File: src/rtl/add_accumulator.sv
`default_nettype none
// ============================================================================
// Module   : add_accumulator
// Brief    : Registered accumulation stage behind an N-bit adder; collects a
//            frame of operands and hands sum, carry count and sticky overflow
//            to a consumer over a valid/ready handshake.
// Revision : 1.0
// ============================================================================
module add_accumulator #(
    parameter int N   = 4,
    parameter int LEN = 8,
    parameter int SAT = 0
) (
    input  logic                     clk,
    input  logic                     rst,
    input  logic                     op_valid,
    output logic                     op_ready,
    input  logic                     op_last,
    output logic [N-1:0]             acc_out,
    input  logic [N-1:0]             sum_in,
    input  logic                     cout_in,
    input  logic                     ovf_in,
    output logic                     res_valid,
    input  logic                     res_ready,
    output logic [N-1:0]             res_sum,
    output logic [$clog2(LEN+1)-1:0] res_ccnt,
    output logic                     res_ovf,
    output logic [$clog2(LEN+1)-1:0] res_cnt
);

    localparam int CW = $clog2(LEN+1);

    typedef enum logic [1:0] {
        S_IDLE = 2'd0,
        S_ACC  = 2'd1,
        S_HOLD = 2'd2
    } state_t;

    state_t          r_state;
    logic [N-1:0]    r_acc;
    logic [CW-1:0]   r_cnt;
    logic [CW-1:0]   r_ccnt;
    logic            r_ovf;
    logic            r_op_ready;
    logic            r_res_valid;

    logic            w_accept;
    logic            w_close;
    logic [CW-1:0]   w_cnt_inc;
    logic [N-1:0]    w_acc_next;

    assign w_accept  = op_valid && r_op_ready;
    assign w_cnt_inc = r_cnt + CW'(1);
    assign w_close   = op_last || (w_cnt_inc == CW'(LEN));

    generate
        if (SAT != 0) begin : g_sat
            // Sign of the wrapped sum tells the overflow direction.
            always_comb begin
                w_acc_next = sum_in;
                if (ovf_in) begin
                    w_acc_next = sum_in[N-1] ? {1'b0, {(N-1){1'b1}}}
                                             : {1'b1, {(N-1){1'b0}}};
                end
            end
        end else begin : g_wrap
            assign w_acc_next = sum_in;
        end
    endgenerate

    always_ff @(posedge clk) begin
        if (rst) begin
            r_state     <= S_IDLE;
            r_acc       <= '0;
            r_cnt       <= '0;
            r_ccnt      <= '0;
            r_ovf       <= 1'b0;
            r_op_ready  <= 1'b0;
            r_res_valid <= 1'b0;
        end else begin
            case (r_state)
                S_IDLE, S_ACC: begin
                    r_op_ready <= 1'b1;
                    if (w_accept) begin
                        r_acc  <= w_acc_next;
                        r_cnt  <= w_cnt_inc;
                        r_ccnt <= r_ccnt + CW'(cout_in);
                        r_ovf  <= r_ovf | ovf_in;
                        if (w_close) begin
                            r_state     <= S_HOLD;
                            r_op_ready  <= 1'b0;
                            r_res_valid <= 1'b1;
                        end else begin
                            r_state <= S_ACC;
                        end
                    end
                end
                S_HOLD: begin
                    if (res_ready) begin
                        r_state     <= S_IDLE;
                        r_acc       <= '0;
                        r_cnt       <= '0;
                        r_ccnt      <= '0;
                        r_ovf       <= 1'b0;
                        r_op_ready  <= 1'b1;
                        r_res_valid <= 1'b0;
                    end
                end
                default: begin
                    r_state     <= S_IDLE;
                    r_op_ready  <= 1'b1;
                    r_res_valid <= 1'b0;
                end
            endcase
        end
    end

    assign op_ready  = r_op_ready;
    assign res_valid = r_res_valid;
    assign acc_out   = r_acc;
    assign res_sum   = r_acc;
    assign res_cnt   = r_cnt;
    assign res_ccnt  = r_ccnt;
    assign res_ovf   = r_ovf;

endmodule
`default_nettype wire

File: config.mk
export PLATFORM = sky130hd
export DESIGN_NAME = add_accumulator
export DESIGN_NICKNAME = d
export VERILOG_FILES = /design/src/rtl/add_accumulator.sv
export SDC_FILE = /design/constraint.sdc
export NUM_CORES = 1
export LEC_CHECK = 0
export CAP_MARGIN = 10
export CORE_MARGIN = 2
export CORE_UTILIZATION = 39
export DETAILED_ROUTE_END_ITERATION = 6
export PLACE_DENSITY = 0.69
export SYNTH_ARGS = -nofsm -noshare
export SYNTH_HDL_FRONTEND = slang
export SYNTH_SLANG_ARGS = --single-unit
File: constraint.sdc
create_clock -name clk -period 1.33 [get_ports clk]
set_clock_uncertainty 0.1 [all_clocks]
set_input_delay 0.1995 -clock clk [delete_from_list [all_inputs] [get_ports clk]]
set_output_delay 0.1995 -clock clk [all_outputs]
set_load 0.02 [all_outputs]
# == Word level (Yosys, flattened, before mapping) ==
# Index checks and enable logic that the tools add are counted.
# classes
bitwise,1
n_reduce_logical,8
muxes,21
eq_ne,6
add_sub_neg,2
# ops
operator,n
$pmux W4 S2,3
$mux W4,4
$mux W1,7
$mux W2,3
$ne A2 B2 Y1 const B,3
$pmux W1 S2,3
$reduce_and A3 Y1,2
$add A4 B1 Y4,1
$add A4 B1 Y4 const B,1
$eq A4 B4 Y1 const B,1
$pmux W2 S2,1
$eq A2 B1 Y1 const B,1
$eq A2 B2 Y1 const B,1
$logic_not A2 Y1,1
$reduce_and A2 Y1,1
$reduce_bool A2 Y1,1
$reduce_or A2 Y1,1
$logic_and A1 B1 Y1,1
$logic_or A1 B1 Y1,1
$or A1 B1 Y1,1
# word_totals
elab_cells,45
ff_bits,17
out_inout_bits,19
inputBits,11

# == Longest topological paths before layout ==
# logic_depth
ltp_word,6
ltp_mapped,5

# == Worst setup path after synthesis ==
# OpenSTA, ideal clock, no wires.
# synth_timing
path_type,register to register
startpoint,register r_ccnt[0] (netlist: res_ccnt[0])
endpoint,register r_ccnt[3] (netlist: res_ccnt[3])
path_buffers,0
setup_slack_ps,-58
setup_ps,59
arrival_ps,1229
path_stages_with_launch,5
t_required_ps,1171
period_less_slack_ps,1388
path_cell_list,dfxtp_1 -> ha_1 -> and3_1 -> a2111oi_2 -> a31o_1
# synth_between
elab_chain_len,3
# synth_rtl
element,line_no,source
from (decl),42,logic [CW-1:0] r_ccnt;
from (signal assigned),87,r_ccnt <= r_ccnt + CW'(cout_in);
$add A4 B1 Y4,87,
$mux W4,84,if (w_accept) begin
$pmux W4 S2,81,case (r_state)
# Every way passes these cells. The select of a mux whose other input is x is not followed.
# A chain may end at the register's enable or synchronous reset.

# == Final worst setup path ==
# layout_timing
startpoint,register r_state[1]
endpoint,register r_ccnt[3] (netlist: res_ccnt[3])
# layout_between
elab_chain_len,4
elab_cells_between_ends,9
cone_classes,4 x eq/ne; 1 x mux; 4 x reduce/logical
# layout_rtl
element,line_no,source
from (decl),39,state_t r_state;
from (signal assigned),73,r_state <= S_IDLE;
from (signal assigned),90,r_state <= S_HOLD;
from (signal assigned),94,r_state <= S_ACC;
$eq A2 B1 Y1 or $logic_not A2 Y1 (tied branches),81,
$reduce_or A2 Y1,81,
$ne A2 B2 Y1 (no source line) or $reduce_bool A2 Y1 (tied branches),n/a,
$reduce_and A3 Y1 (no source line),n/a,
# Parallel ways exist; a longest one is shown, timed or not.

==> results.txt <==
----------------------------------------------------
[Setup path]
  Crit path launch type ... flip-flop
  Arrival time worst endpoint ... roughly 1.5 ns
  Kind of critical path ... flip-flop to flip-flop
  Family with the most delay on the worst path ... compound AO/OA/AOI/OAI gates
  Worst path cell trace ... buf_6, and3b_2, a2111oi_4, a31o_1
  Slowest library cell on the worst path ... a2111oi_4
  Endpoint type of the worst setup path ... flip-flop
  Number of buffers and inverters on the critical path ... 1
  Max stage delay on crit path ... 0.35 ns
  Critical path peak fanout ... 6
  Required time reported for the critical path endpoint ... 1.46 ns

[STA]
  Final critical path time including I/O delays and setup ... 1.39 ns
  Actual slew at the worst max-slew pin ... between 0.3 and 0.4 ns
  Final worst setup slack ... -0.0629 ns
  Final slew viol count ... 0
  RSZ-0062 raised after global routing ... true
  Setup TNS ... -0.0646 ns
  Setup-failing EPs final ... 2
  Final cycle utilization of the critical path ... 105%
  Fin. Hold Viols ... 0
  Min Hold Slack ... 0.352 ns
  Max Clk Rate ... roughly 0.72 GHz
  Max_slew headroom ... 79.4%

[Synthesis]
  Synthesized area per cell ... between 9 and 10 um^2
  Library cell occupying the most area in the post-synthesis netlist ... dfxtp_1
  Yosys top cell area share ... about two fifths
  Gate count of the mapped netlist ... 96
  Number of enable-type register cells in the synthesized netlist ... 0
  Primary flip-flop cell chosen by synthesis mapping ... dfxtp_1
  Number of distinct library cells after synthesis ... 35
  Part of the Yosys area used for sequential elements ... 39.0%
  Warnings, synthesis ... 0
  Proportion of register bits with asynchronous set or reset after synthesis ... 0%
  Synth Register Bits ... 17
  Post-Synthesis Cell Area ... about 870 um^2
  Syn Nets ... 110
  Synth top area cells ... dfxtp_1 (39%), a21oi_1 (5.2%), nand3_1 (5.2%), nand2_1 (4.7%), ha_1 (4.3%)

[Power and ir drop]
  Maximum vdd drop ... 0.000664 V
  LEAKAGE ... 0.582 nW
  PD cells ... between 700 and 800 nW/um^2
  Total design power ... 1.08 mW

[Clock network]
  Clock edge transition at the registers on the reported setup and hold paths ... around 0.10 ns
  Quantity of hold-fixing buffers added after cts ... 0
  Cts bufs inserted ... 3
  Worst-Skew Late Latency ... between 0.2 and 0.3 ns
  Clock tree from TritonCTS ... built
  Max H-tree Level ... 1
  Maximum root-to-sink buffer count ... 2
  Root Buffer ... clkbuf_4
  Number of clock sinks ... 17

[GRT]
  Vias in the first global route ... between 700 and 800
  Initial antenna violation count ... 0
  Total track usage ... 18.2%
  GRT overflow ... 0
  Global-route wire length before repair ... ~3.6 mm
  Maximum number of pins on one net before global-route repair ... 11

[Layout]
  Highest-count cells in the layout ignoring fill and taps ... buf_4 (13), dfxtp_1 (12), clkdlybuf4s50_1 (10), nand3_1 (9), clkbuf_2 (8)
  Final cell utilization of the core ... 64.3%
  Area taken by flip-flops and latches ... 349 um^2
  Post-Layout Inst Area ... 1400 um^2
  Proportion of layout cells with a drive suffix above 1 ... between 40 and 50%
  Layout area overhead ... 60.0%
  Multi-input gate area in the final layout ... 543 um^2
  Layout net count ... ~150
  Most common library cell in the layout ignoring fill and taps ... buf_4
  Antenna cells ... 0
  Final standard cell count with taps included and fillers excluded ... 167
  Filler instances ... 191

[Run]
  Max cap viols ... 0

[Place]
  IO buf count ... 29
  Final weighted congestion in routability-driven placement ... 0.806
  Area after detailed placement ... about 1300 um^2
  Minimum setup slack after placement ... -0.428 ns
  Placed cell count ... 160
  Detailed placer's ending HPWL ... between 1.5 and 2 mm

[Drt]
  Number of vias in the routed layout ... 866
  DRT Pass-1 Iters ... 4
  Number of DRC markers after the initial detailed-route iteration ... 12
  Routed wirelength normalized by instance count ... ~14 um
  Total Wirelength ... 2.30 mm
  Number of nets with antenna violations after routing ... 0
  Detailed-route vias per instance ... 5.19
  DRC Markers ... 0

[Min path]
  Type of the most critical hold path ... input port to flip-flop

[Floorplanning]
  IO Count ... 30
  Die area ... 2630 um^2
  Floorplan Core Area ... 2170 um^2
  Y dimension of the die ... 51.3 um
  Standard-cell row count ... 17
  Starting density of the core ... between 40% and 50%
  Die boundary width ... 51.3 um

[Run status]
  Result of the run ... finished, violations left
  Failing checks ... negative setup slack

----------------------------------------------------
-- what timing repair did --
| action | CTS | global route |
|---|---|---|
| gates resized for setup | 32 | 42 |
| pin swaps | 2 | 15 |
| endpoints found under the setup margin | 23 | 28 |
| buffers inserted | 2 | 1 |
-- cell type report --
class | instances | share of cell area [%]
Clock buffer | 4 | 1.88
Inverter | 3 | 0.807
Multi-Input combinational cell | 66 | 38.9
Sequential cell | 17 | 25.0
Tap cell | 28 | 2.51
Timing Repair Buffer | 49 | 30.9
-- sequential cells by signal (all words and copies together) (netlist names) --
register / cells
acc_out: 4
res_ccnt: 4
res_cnt: 4
r_state: 2
op_ready: 1
res_ovf: 1
res_valid: 1
-- power by group --
part / internal [mW] / leakage (nW) / switching, mW
registers: 0.529 / 0.141 / 0.0184
clock network: 0.116 / 0.0150 / 0.165
logic: 0.127 / 0.427 / 0.124
-- metal layers --
layer  up-vias  global-route usage, %  part of all wire, %
li1        436                      -                    -
met1       414                   23.0                   44
met2        12                   30.3                   52
met3         4                   3.80                  2.3
met4         0                   7.02                  1.6
met5         -                      0                    0
-- synthesized netlist by cell type (2+ instances only) --
cell,number
dfxtp_1,17
nand2_1,11
a21oi_1,9
nand3_1,9
buf_4,4
nor2_1,4
a21boi_0,3
buf_2,3
ha_1,3
inv_1,3
a31o_1,2
and3b_1,2
buf_6,2
nand3b_1,2
nor3_1,2
-- cell families (layout without fill, tap and decap cells) --
| group | after synthesis | in the layout | synth area share [%] |
|---|---|---|---|
| AND/OR/NAND/NOR | 36 | 36 | 22.1 |
| flip-flops | 17 | 17 | 39.0 |
| adder cells (fa/ha/maj) | 3 | 3 | 4.30 |
| AO/OA/AOI/OAI | 27 | 27 | 25.1 |
| buffers and inverters | 13 | 56 | 9.47 |
-- worst paths after layout --
check	depth (start not counted)	to	start	slack, ns
max	4	res_ccnt[3]	r_state[1]	-0.06
min reg2reg	2	acc_out[1]	acc_out[1]	0.38
max reg2reg	4	res_ccnt[3]	r_state[1]	-0.06
min	3	acc_out[1]	sum_in[1]	0.35
-- worst min-delay path: stages --
cell and delay (ns):
clkdlybuf4s50_1 0.40, nand2_1 0.06, a21oi_1 0.05
Note: power is estimated with default switching activity, not from simulation.
